==> config.mk <==
export PLATFORM = sky130hd
export DESIGN_NAME = dbus_arbiter_flat
export DESIGN_NICKNAME = d
export VERILOG_FILES = /design/src/rtl/dbus_arbiter_if.sv /design/src/rtl/dbus_arbiter.sv /design/src/flat_wrapper.sv
export SDC_FILE = /design/constraint.sdc
export NUM_CORES = 1
export LEC_CHECK = 0
export ABC_AREA = 1
export ABC_CLOCK_PERIOD_IN_PS = 5700
export CORE_MARGIN = 1
export CORE_UTILIZATION = 35
export DETAILED_ROUTE_END_ITERATION = 16
export GPL_ROUTABILITY_DRIVEN = 0
export PLACE_DENSITY_LB_ADDON = 0.08
export SYNTH_ARGS = -nofsm -noshare
export SYNTH_HDL_FRONTEND = slang
export SYNTH_SLANG_ARGS = --single-unit
==> constraint.sdc <==
create_clock -name clk -period 5.7 [get_ports clk]
set_input_delay 1.14 -clock clk [delete_from_list [all_inputs] [get_ports clk]]
set_output_delay 1.14 -clock clk [all_outputs]
set_load 0.05 [all_outputs]
==> src/rtl/dbus_arbiter_if.sv <==
// rtl/dbus_arbiter_if.sv - requester/memory bundle between the data-bus arbiter and its clients
//
// Groups the three-requester handshake and the single-port RAM interface.
//   slave  : arbiter side (consumes requests and mem_rdata, drives grants and the RAM port)
//   master : client side (requesters plus the RAM model)
// Requester i occupies iAddr/iWData bits [i*W +: W]; 0=CPU, 1=CCD, 2=ACC.
interface dbus_arbiter_if #(
    parameter int ADDR_W = 16,
    parameter int DATA_W = 16
);
    logic [2:0]          iReq;
    logic [2:0]          iWe;
    logic [2:0]          iLast;
    logic [3*ADDR_W-1:0] iAddr;
    logic [3*DATA_W-1:0] iWData;

    logic [2:0]          oGnt;
    logic [2:0]          oAck;
    logic [2:0]          oRValid;
    logic [DATA_W-1:0]   oRData;
    logic [1:0]          oOwner;
    logic                oCpuStall;

    logic                mem_en;
    logic                mem_we;
    logic [ADDR_W-1:0]   mem_addr;
    logic [DATA_W-1:0]   mem_wdata;
    logic [DATA_W-1:0]   mem_rdata;

    modport slave (
        input  iReq, iWe, iLast, iAddr, iWData, mem_rdata,
        output oGnt, oAck, oRValid, oRData, oOwner, oCpuStall,
        output mem_en, mem_we, mem_addr, mem_wdata
    );

    modport master (
        output iReq, iWe, iLast, iAddr, iWData, mem_rdata,
        input  oGnt, oAck, oRValid, oRData, oOwner, oCpuStall,
        input  mem_en, mem_we, mem_addr, mem_wdata
    );
endinterface

==> src/rtl/dbus_arbiter.sv <==
// rtl/dbus_arbiter.sv - round-robin burst arbiter for the shared data-bus RAM port
//
// Three requesters (CPU=0, CCD=1, ACC=2) share one single-port synchronous RAM.
// A granted owner keeps the bus for a burst until it marks iLast, drops iReq,
// or reaches MAX_BEATS accepted beats, after which the next requester in
// round-robin order takes over with no idle cycle in between.
//
// Ports:
//   clk   : clock, all state on posedge
//   rst_n : asynchronous active-low reset
//   bus   : dbus_arbiter_if.slave
//           inputs  iReq/iWe/iLast/iAddr/iWData (per requester), mem_rdata
//           outputs oGnt (registered one-hot), oAck (= oGnt & iReq),
//                   oRValid (registered), oRData (= mem_rdata), oOwner (3 = idle),
//                   oCpuStall, mem_en/mem_we/mem_addr/mem_wdata
module dbus_arbiter #(
    parameter int ADDR_W    = 16,
    parameter int DATA_W    = 16,
    parameter int MAX_BEATS = 8
) (
    input  logic           clk,
    input  logic           rst_n,
    dbus_arbiter_if.slave  bus
);

    localparam int             BW         = $clog2(MAX_BEATS + 1);
    // Beat counter value seen while the MAX_BEATS-th beat is being accepted.
    localparam logic [BW-1:0]  FINAL_BEAT = BW'(MAX_BEATS - 1);
    localparam logic [1:0]     NO_OWNER   = 2'b11;

    typedef enum logic {
        S_IDLE = 1'b0,
        S_OWN  = 1'b1
    } state_t;

    state_t          state_q, state_d;
    logic [1:0]      owner_q, owner_d;
    logic [2:0]      gnt_q,   gnt_d;
    logic [1:0]      last_q,  last_d;
    logic [BW-1:0]   beat_q,  beat_d;
    logic [2:0]      rvalid_q;

    logic [2:0]          ack;
    logic [2:0]          rvalid_d;
    logic [2:0]          pick;
    logic                release_now;
    logic                mem_en_c;
    logic                mem_we_c;
    logic [ADDR_W-1:0]   mem_addr_c;
    logic [DATA_W-1:0]   mem_wdata_c;

    // Round-robin pick: search last+1, last+2, last+3 (mod 3).
    // Walking the offsets from lowest to highest priority lets the
    // highest-priority hit overwrite any earlier one.
    function automatic logic [2:0] rr_pick(input logic [2:0] req, input logic [1:0] last);
        logic [2:0] win;
        logic [1:0] idx;
        win = '0;
        for (int off = 3; off >= 1; off--) begin
            idx = 2'((int'(last) + off) % 3);
            if (req[idx]) begin
                win = 3'b001 << idx;
            end
        end
        return win;
    endfunction

    function automatic logic [1:0] oh_to_idx(input logic [2:0] oh);
        logic [1:0] idx;
        case (oh)
            3'b001:  idx = 2'd0;
            3'b010:  idx = 2'd1;
            3'b100:  idx = 2'd2;
            default: idx = NO_OWNER;
        endcase
        return idx;
    endfunction

    // State register
    always_ff @(posedge clk or negedge rst_n) begin
        if (!rst_n) begin
            state_q  <= S_IDLE;
            owner_q  <= NO_OWNER;
            gnt_q    <= '0;
            last_q   <= 2'd2;
            beat_q   <= '0;
            rvalid_q <= '0;
        end else begin
            state_q  <= state_d;
            owner_q  <= owner_d;
            gnt_q    <= gnt_d;
            last_q   <= last_d;
            beat_q   <= beat_d;
            rvalid_q <= rvalid_d;
        end
    end

    // Next-state logic
    always_comb begin
        state_d     = state_q;
        owner_d     = owner_q;
        gnt_d       = gnt_q;
        last_d      = last_q;
        beat_d      = beat_q;
        pick        = '0;
        release_now = 1'b0;

        case (state_q)
            S_IDLE: begin
                if (|bus.iReq) begin
                    pick    = rr_pick(bus.iReq, last_q);
                    state_d = S_OWN;
                    gnt_d   = pick;
                    owner_d = oh_to_idx(pick);
                    beat_d  = '0;
                end
            end

            S_OWN: begin
                // Abandon (no request), explicit last beat, or forced release
                // on the MAX_BEATS-th beat. The beat-count term only matters when
                // a beat is accepted because abandon already releases.
                release_now = ~(|ack) | (|(ack & bus.iLast)) | (beat_q == FINAL_BEAT);
                if (release_now) begin
                    last_d = owner_q;
                    // Masking the outgoing owner keeps it from being regranted
                    // back-to-back even if it still holds iReq (forced release).
                    pick   = rr_pick(bus.iReq & ~gnt_q, owner_q);
                    beat_d = '0;
                    if (|pick) begin
                        state_d = S_OWN;
                        gnt_d   = pick;
                        owner_d = oh_to_idx(pick);
                    end else begin
                        state_d = S_IDLE;
                        gnt_d   = '0;
                        owner_d = NO_OWNER;
                    end
                end else begin
                    beat_d = beat_q + 1'b1;
                end
            end

            default: begin
                state_d = S_IDLE;
                gnt_d   = '0;
                owner_d = NO_OWNER;
                beat_d  = '0;
            end
        endcase
    end

    // Output logic: memory port is a one-hot mux on the registered grant,
    // so it reads all zero while idle.
    always_comb begin
        ack         = gnt_q & bus.iReq;
        mem_en_c    = |ack;
        mem_we_c    = (|(gnt_q & bus.iWe)) & mem_en_c;
        mem_addr_c  = '0;
        mem_wdata_c = '0;
        for (int i = 0; i < 3; i++) begin
            if (gnt_q[i]) begin
                mem_addr_c  = mem_addr_c  | bus.iAddr[i*ADDR_W +: ADDR_W];
                mem_wdata_c = mem_wdata_c | bus.iWData[i*DATA_W +: DATA_W];
            end
        end
        // RAM returns data one cycle after an accepted read beat.
        rvalid_d    = ack & ~bus.iWe;
    end

    assign bus.oGnt      = gnt_q;
    assign bus.oOwner    = owner_q;
    assign bus.oAck      = ack;
    assign bus.oRValid   = rvalid_q;
    assign bus.oRData    = bus.mem_rdata;
    assign bus.oCpuStall = bus.iReq[0] & ~gnt_q[0];
    assign bus.mem_en    = mem_en_c;
    assign bus.mem_we    = mem_we_c;
    assign bus.mem_addr  = mem_addr_c;
    assign bus.mem_wdata = mem_wdata_c;

endmodule

==> src/flat_wrapper.sv <==
// flat-port wrapper written by rule: the top's interface ports become plain ports
module dbus_arbiter_flat 
#(
    parameter int ADDR_W    = 16,
    parameter int DATA_W    = 16,
    parameter int MAX_BEATS = 8
)
  (clk, rst_n, bus_iReq, bus_iWe, bus_iLast, bus_iAddr, bus_iWData, bus_mem_rdata, bus_oGnt, bus_oAck, bus_oRValid, bus_oRData, bus_oOwner, bus_oCpuStall, bus_mem_en, bus_mem_we, bus_mem_addr, bus_mem_wdata);
  dbus_arbiter_if #(.ADDR_W(ADDR_W), .DATA_W(DATA_W)) bus_i ();
  input  logic clk;
  input  logic rst_n;
  input wire logic [$bits(bus_i.iReq)-1:0] bus_iReq;
  input wire logic [$bits(bus_i.iWe)-1:0] bus_iWe;
  input wire logic [$bits(bus_i.iLast)-1:0] bus_iLast;
  input wire logic [$bits(bus_i.iAddr)-1:0] bus_iAddr;
  input wire logic [$bits(bus_i.iWData)-1:0] bus_iWData;
  input wire logic [$bits(bus_i.mem_rdata)-1:0] bus_mem_rdata;
  output wire logic [$bits(bus_i.oGnt)-1:0] bus_oGnt;
  output wire logic [$bits(bus_i.oAck)-1:0] bus_oAck;
  output wire logic [$bits(bus_i.oRValid)-1:0] bus_oRValid;
  output wire logic [$bits(bus_i.oRData)-1:0] bus_oRData;
  output wire logic [$bits(bus_i.oOwner)-1:0] bus_oOwner;
  output wire logic [$bits(bus_i.oCpuStall)-1:0] bus_oCpuStall;
  output wire logic [$bits(bus_i.mem_en)-1:0] bus_mem_en;
  output wire logic [$bits(bus_i.mem_we)-1:0] bus_mem_we;
  output wire logic [$bits(bus_i.mem_addr)-1:0] bus_mem_addr;
  output wire logic [$bits(bus_i.mem_wdata)-1:0] bus_mem_wdata;
  assign bus_i.iReq = bus_iReq;
  assign bus_i.iWe = bus_iWe;
  assign bus_i.iLast = bus_iLast;
  assign bus_i.iAddr = bus_iAddr;
  assign bus_i.iWData = bus_iWData;
  assign bus_i.mem_rdata = bus_mem_rdata;
  assign bus_oGnt = bus_i.oGnt;
  assign bus_oAck = bus_i.oAck;
  assign bus_oRValid = bus_i.oRValid;
  assign bus_oRData = bus_i.oRData;
  assign bus_oOwner = bus_i.oOwner;
  assign bus_oCpuStall = bus_i.oCpuStall;
  assign bus_mem_en = bus_i.mem_en;
  assign bus_mem_we = bus_i.mem_we;
  assign bus_mem_addr = bus_i.mem_addr;
  assign bus_mem_wdata = bus_i.mem_wdata;
  dbus_arbiter #(.ADDR_W(ADDR_W), .DATA_W(DATA_W), .MAX_BEATS(MAX_BEATS)) u_core (.clk(clk), .rst_n(rst_n), .bus(bus_i));
endmodule
==> results of run 1 <==
## synth_stat cells (3+ instances only)
master and number:
ha_1 9, nand3_2 4, nor2_2 4, nand3_1 51, nand2_2 8, a21oi_1 6, dfrtp_1 12, inv_1 14
o21ai_1 3, buf_4 18, clkbuf_1 9, nor2_4 3, inv_2 18, nor2_1 15, nand2_4 3, dfstp_2 3
o21ai_0 7, o21ai_2 3, buf_6 3, nand2_1 164
## sequential cells by signal, indices dropped and copies added (netlist names)
signal and count:
u_core.beat_q 4, u_core.bus.oGnt 3, u_core.bus.oOwner 2, u_core.bus.oRValid 3, u_core.last_q 2, u_core.state_q 1
## logic make-up after synthesis
group	count (synthesis)
AND/OR/NAND/NOR	256
flip-flops	15
buffers and inverters	62
XOR/XNOR	1
AO/OA/AOI/OAI	24
adder cells (fa/ha/maj)	9
## tightest hold or removal path: stages (launching register included)
cell and delay, ns:
dfstp_2 0.39, nand2_1 0.06, nand2_1 0.05
## metal layers
layer  GRT usage, %  wire length, microns
met5              0                     0
met4           3.45                    44
met3           7.09                   892
met2           40.2                  3680
met1           30.3                  3250
## area by class of cell
class,count,share of cell area [%]
clock buffers,3,1.15
clock inverters,1,0.209
inverters,32,3.34
multi-input cells,290,39.3
flip-flops and latches,15,10.5
well taps,72,2.51
repair buffers,155,43.0
## how the worst min path moves through the flow
stage	to	slack, ns	cells after the start
after global placement	u_core.bus.oOwner[0]	0.49	2
after global routing	u_core.bus.oOwner[0]	0.54	2
after floorplan	u_core.beat_q[0]	0.49	1
after CTS	u_core.bus.oOwner[0]	0.51	2
after detailed placement	u_core.bus.oOwner[0]	0.49	2
final	u_core.bus.oOwner[0]	0.51	2
## placed cells by master, fill, tap and decap left out, drive strengths merged
master,Yosys,final
xor2,1,1
nand3,55,55
a22o,1,1
nor2,22,22
clkinvlp,0,1
o21ai,13,13
inv,32,32
clkdlybuf4s50,0,152
nor3b,1,1
a21oi,7,7
nand2,175,175
buf,21,3
nand3b,1,1
a211oi,1,1
o31ai,1,1
ha,9,9
clkbuf,9,3
dfrtp,12,12
dfstp,3,3
nor3,1,1
a21boi,1,1
nand4,1,1
## metrics by stage
| step | hold slack (ns) | worst slack, ns |
|---|---|---|
| after floorplan | 0.487 | 2.33 |
| after global placement | 0.493 | 1.52 |
| after detailed placement | 0.493 | 1.49 |
| after CTS | 0.511 | 1.49 |
| after global routing | 0.537 | 1.35 |
| final | 0.511 | 1.51 |
## power by group through the flow
stage	registers, uW	clock network (uW)	logic, uW
2_1_floorplan	250	0	1350
4_1_cts	219	91.7	1890
3_3_place_gp	220	0	1870
6_report	219	90.2	1890
3_5_place_dp	222	0	1880
5_1_grt	226	96.6	2050
==> reports/metrics.csv, run 1 <==
metric,value,unit
crit_chain,"clkdlybuf4s50_1, nand2_4, nand3_1, nand2_1, inv_1, clkdlybuf4s50_1",
rsz0062_at_grt,false,
die-area,6360,sq um
clk_path_buf_depth,2,
clock_sinks,15,
grt_max_degree,30,
initial_utilization,37.3,%
grt_overflow,0,
crit-reg2reg-launch,u_core.bus.oGnt[0],
synthArstFlopShare,100,%
timing.fmax,238,MHz
syn_to_final_growth,70.0,%
report.final.slew_viol_count,0,
ys_ff_latch,15,
numPortBuffers,152,
ant_nets,0,
cts_tree,built,
cts-root-buf,clkbuf_8,
synth_top_family_by_area,simple AND/OR/NAND/NOR gates,
synth_top_area_cell,nand2_1,
totalWireLength,7860,microns
power.share.combinational,85.9,%
post-dp-hpwl,6400,microns
relSlewSlack,55.9,%
grt_pass1_wl,12000,microns
syn_area_per_cell,5.76,sq um
track_usage,23.8,%
rows,27,
fin_area,3590,sq um
tns,0,ns
dieWidth,79.7,microns
first_iter_violations,83,
cp_common_cell,clkdlybuf4s50_1,
rr_endpoint,u_core.bus.oOwner[1],
path_delay_family,buffers and inverters,
grt_pass1_vias,2390,
seq_power_share,10.0,%
required,4.56,ns
final.min_clock_period,4.19,ns
arrival,3.05,ns
synth_ff_type,dfrtp_1,
setup.worst_path.end,bus_mem_we,
place_area,3550,sq um
synth_compound_area_share,7.16,%
cts-hold-fix-buffers,0,
yosysTopAreaCellShare,29.1,%
nNetsFinal,629,
syn_nets,499,
critical_path.max_stage_delay,0.79,ns
synthAdderAreaFrac,5.33,%
yosysSeqAreaShare,17.9,%
clock_skew,0.00519,ns
dr_total_vias,2668,
slowest_stage,clkdlybuf4s50_1,
yosys.area_share.simple,53.9,%
internal_power,842,uW
switching_share,61.6,%
yosys-top-cells-area,"nand2_1 29%, dfrtp_1 14%, nand3_1 12%",
finalPower,2190,uW
worst_pin_slew,0.659,ns
htree_levels,1,
die_h,79.7,microns
outcome,finished clean,
postSynthCellCount,367,
clkTransAtPathRegs,0.07,ns
final_util,63.3,%
cp_max_fo,9,
hold_viol,0,
multi_input_area,1410,sq um
timing.final.crit_share,73.6,%
clock_latency,0.25,ns
dp.cells,564,
p_per_area,611,nW/um^2
design.core.area,5680,sq um
fillers,549,
syn-cell-area,2110,sq um
dr.pass1.iters,4,
min-delay-path-class,reg -> reg,
p_leak,0.00168,uW
muxShareOfSynthArea,0,%
cap_violations,0,
final_cells,568,
r2r_setup_slack,3.58,ns
reg2reg_depth,13,
cts_made_buffers,3,
pwr-share-clk,4.1,%
power_switching,1350,uW
synth-xor-area-share,0.414,%
end_kind,output pin,
path_depth,6,
critPathBufInv,3,
vias_per_cell,4.70,
yosysUniqueCellTypes,30,
finalSetupViolations,0,
drive_gt1_share,11.3,%
ioPinCount,185,
crit_type,in -> out,
wl_per_cell,13.8,microns
drc_errors,0,
antenna_found_initial,0,
min_from,u_core.bus.oOwner[0],
synth_edf_count,0,
regArea,379,sq um
crit_path_start,bus_iReq[1],
yosys_warnings,0,
cp-start-kind,primary input,
antenna_cells,0,
cts.repair.resized,0,
post_cts_buffers,0,
ir_worst_vdd,423,uV
Note: power is estimated with default switching activity, not from simulation.
==> run 2: changes to the inputs <==
--- a/config.mk
+++ b/config.mk
@@ -6,9 +6,9 @@
 export NUM_CORES = 1
 export LEC_CHECK = 0
 export ABC_AREA = 1
-export ABC_CLOCK_PERIOD_IN_PS = 5700
+export ABC_CLOCK_PERIOD_IN_PS = 4100
 export CORE_MARGIN = 1
-export CORE_UTILIZATION = 35
+export CORE_UTILIZATION = 32
 export DETAILED_ROUTE_END_ITERATION = 16
 export GPL_ROUTABILITY_DRIVEN = 0
 export PLACE_DENSITY_LB_ADDON = 0.08
==> constraint.sdc (replaced) <==
create_clock -name clk -period 4.1 [get_ports clk]
set_input_delay 0.82 -clock clk [delete_from_list [all_inputs] [get_ports clk]]
set_output_delay 0.82 -clock clk [all_outputs]
set_load 0.05 [all_outputs]
==> run 2 against run 1 <==
  * Clock power up 26%
  * Worst hold slack lost 0.0036 ns
  * Power is 39% higher
  * Combinational power increased by 39%
  * Via count grew 1.5%
  * Design area grew 0.49%
  * Register-to-register slack worse by 1.8 ns
  * Critical endpoint unchanged
  * Largest power group unchanged
  * Highest routed layer unchanged
==> reports/metrics.csv, run 2 (synthesized netlist as in run 1, its figures left out) <==
metric,value,unit,change
outcome,finished clean,,unchanged
cap_violations,0,,unchanged
cts-root-buf,clkbuf_8,,unchanged
nNetsFinal,631,,was 629
grt_overflow,0,,unchanged
wl_per_cell,13.7,microns,was 13.8 microns
fin_area,3610,sq um,was 3590 sq um
htree_levels,1,,unchanged
track_usage,22.3,%,was 23.8%
timing.fmax,288,MHz,
design.core.area,6350,sq um,was 5680 sq um
antenna_cells,0,,unchanged
antenna_found_initial,0,,unchanged
grt_pass1_vias,2553,,was 2390
cp_max_fo,4,,was 9
cts_tree,built,,unchanged
dr_total_vias,2708,,was 2668
layout_common_cells,"164 x nand2_1, 152 x clkdlybuf4s50_1, 51 x nand3_1, 18 x inv_2, 15 x nor2_1",,unchanged
ioPinCount,185,,unchanged
dr.pass1.iters,5,,was 4
die_h,83.3,microns,was 79.7 microns
drc_errors,0,,unchanged
crit_type,in -> out,,unchanged
initial_utilization,33.3,%,was 37.3%
worst_pin_slew,0.726,ns,was 0.659 ns
clock_sinks,15,,unchanged
arrival,2.65,ns,was 3.05 ns
rows,29,,was 27
final.min_clock_period,3.47,ns,
end_kind,output pin,,unchanged
required,3.28,ns,was 4.56 ns
hold_viol,0,,unchanged
p_per_area,845,nW/um^2,was 611 nW/um^2
totalWireLength,7880,microns,was 7860 microns
post-dp-hpwl,6420,microns,was 6400 microns
numPortBuffers,152,,unchanged
clkTransAtPathRegs,0.05,ns,was 0.07 ns
grt_max_degree,30,,unchanged
largest_reg_flops,4,,unchanged
cts.repair.resized,0,,unchanged
cp-start-kind,primary input,,unchanged
finalSetupViolations,0,,unchanged
timing.final.crit_share,84.6,%,
syn_to_final_growth,70.8,%,was 70.0%
layout_commonest_cell,nand2_1,,unchanged
min-delay-path-class,reg -> reg,,unchanged
clk_path_buf_depth,2,,unchanged
ir_worst_vdd,579,uV,was 423 uV
cts-hold-fix-buffers,0,,unchanged
ant_nets,0,,unchanged
top_register,u_core.beat_q,,unchanged
p_leak,0.00169,uW,was 0.00168 uW
drive_gt1_share,11.4,%,was 11.3%
die-area,6940,sq um,was 6360 sq um
report.final.slew_viol_count,0,,unchanged
place_area,3570,sq um,was 3550 sq um
first_iter_violations,100,,was 83
dieWidth,83.3,microns,was 79.7 microns
cts_made_buffers,3,,unchanged
clock_skew,0.00278,ns,was 0.00519 ns
clock_latency,0.24,ns,was 0.25 ns
grt_pass1_wl,12700,microns,was 12000 microns
tns,0,ns,unchanged
vias_per_cell,4.71,,was 4.70
rsz0062_at_grt,false,,unchanged
relSlewSlack,51.6,%,was 55.9%
post_cts_buffers,0,,unchanged
run 2: routing by layer:
layer | up-vias | global-route usage [%] | routed length, microns
li1 | 1398 | - | -
met1 | 1170 | 29.2 | 3440
met2 | 126 | 37.6 | 3640
met3 | 14 | 4.77 | 665
met4 | 0 | 4.55 | 133
met5 | - | 0 | 0
run 2: area by class of cell:
cell class	instances	area, sq um
Timing Repair Buffer	157	1560
Clock buffer	4	45.0
Multi-Input combinational cell	290	1410
Fill cell	613	2740
Sequential cell	15	379
Inverter	32	120
Tap cell	77	96.3
run 2: path summary, 6_finish.rpt:
path / start / to / slack (ns) / depth (start not counted)
max: bus_iReq[2] / bus_mem_we / 0.63 / 6
min: u_core.bus.oOwner[0] / u_core.bus.oOwner[0] / 0.51 / 2
max reg2reg: u_core.bus.oGnt[0] / u_core.bus.oOwner[1] / 1.82 / 12
min reg2reg: u_core.bus.oOwner[0] / u_core.bus.oOwner[0] / 0.51 / 2
max in group asynchronous: rst_n / u_core.last_q[0] / 2.71 / 1
min in group asynchronous: rst_n / u_core.beat_q[3] / 0.98 / 1
run 2: report_power, final:
group / internal [uW] / switching, uW / total [uW]
combinational: 891 / 1730 / 2620
sequential: 214 / 101 / 315
clock: 68.7 / 45.6 / 114
run 2: worst max-delay path, stage by stage:
cell	delay, ns
clkdlybuf4s50_1	0.60
nand2_2	0.12
nand3_1	0.18
nand2_1	0.07
inv_1	0.05
clkdlybuf4s50_1	0.79
run 2: through the flow:
| step | power [uW] | instances | setup slack, ns | hold slack, ns | utilization (%) |
|---|---|---|---|---|---|
| after floorplan | 2230 | 367 | 1.37 | 0.487 | - |
| after global placement | 2920 | 571 | 0.633 | 0.504 | 56.2 |
| after detailed placement | 2940 | 571 | 0.623 | 0.499 | 56.2 |
| after CTS | 3060 | 575 | 0.611 | 0.514 | 56.9 |
| after global routing | 3300 | 575 | 0.510 | 0.547 | 56.9 |
| final | 3050 | 575 | 0.632 | 0.507 | 56.9 |
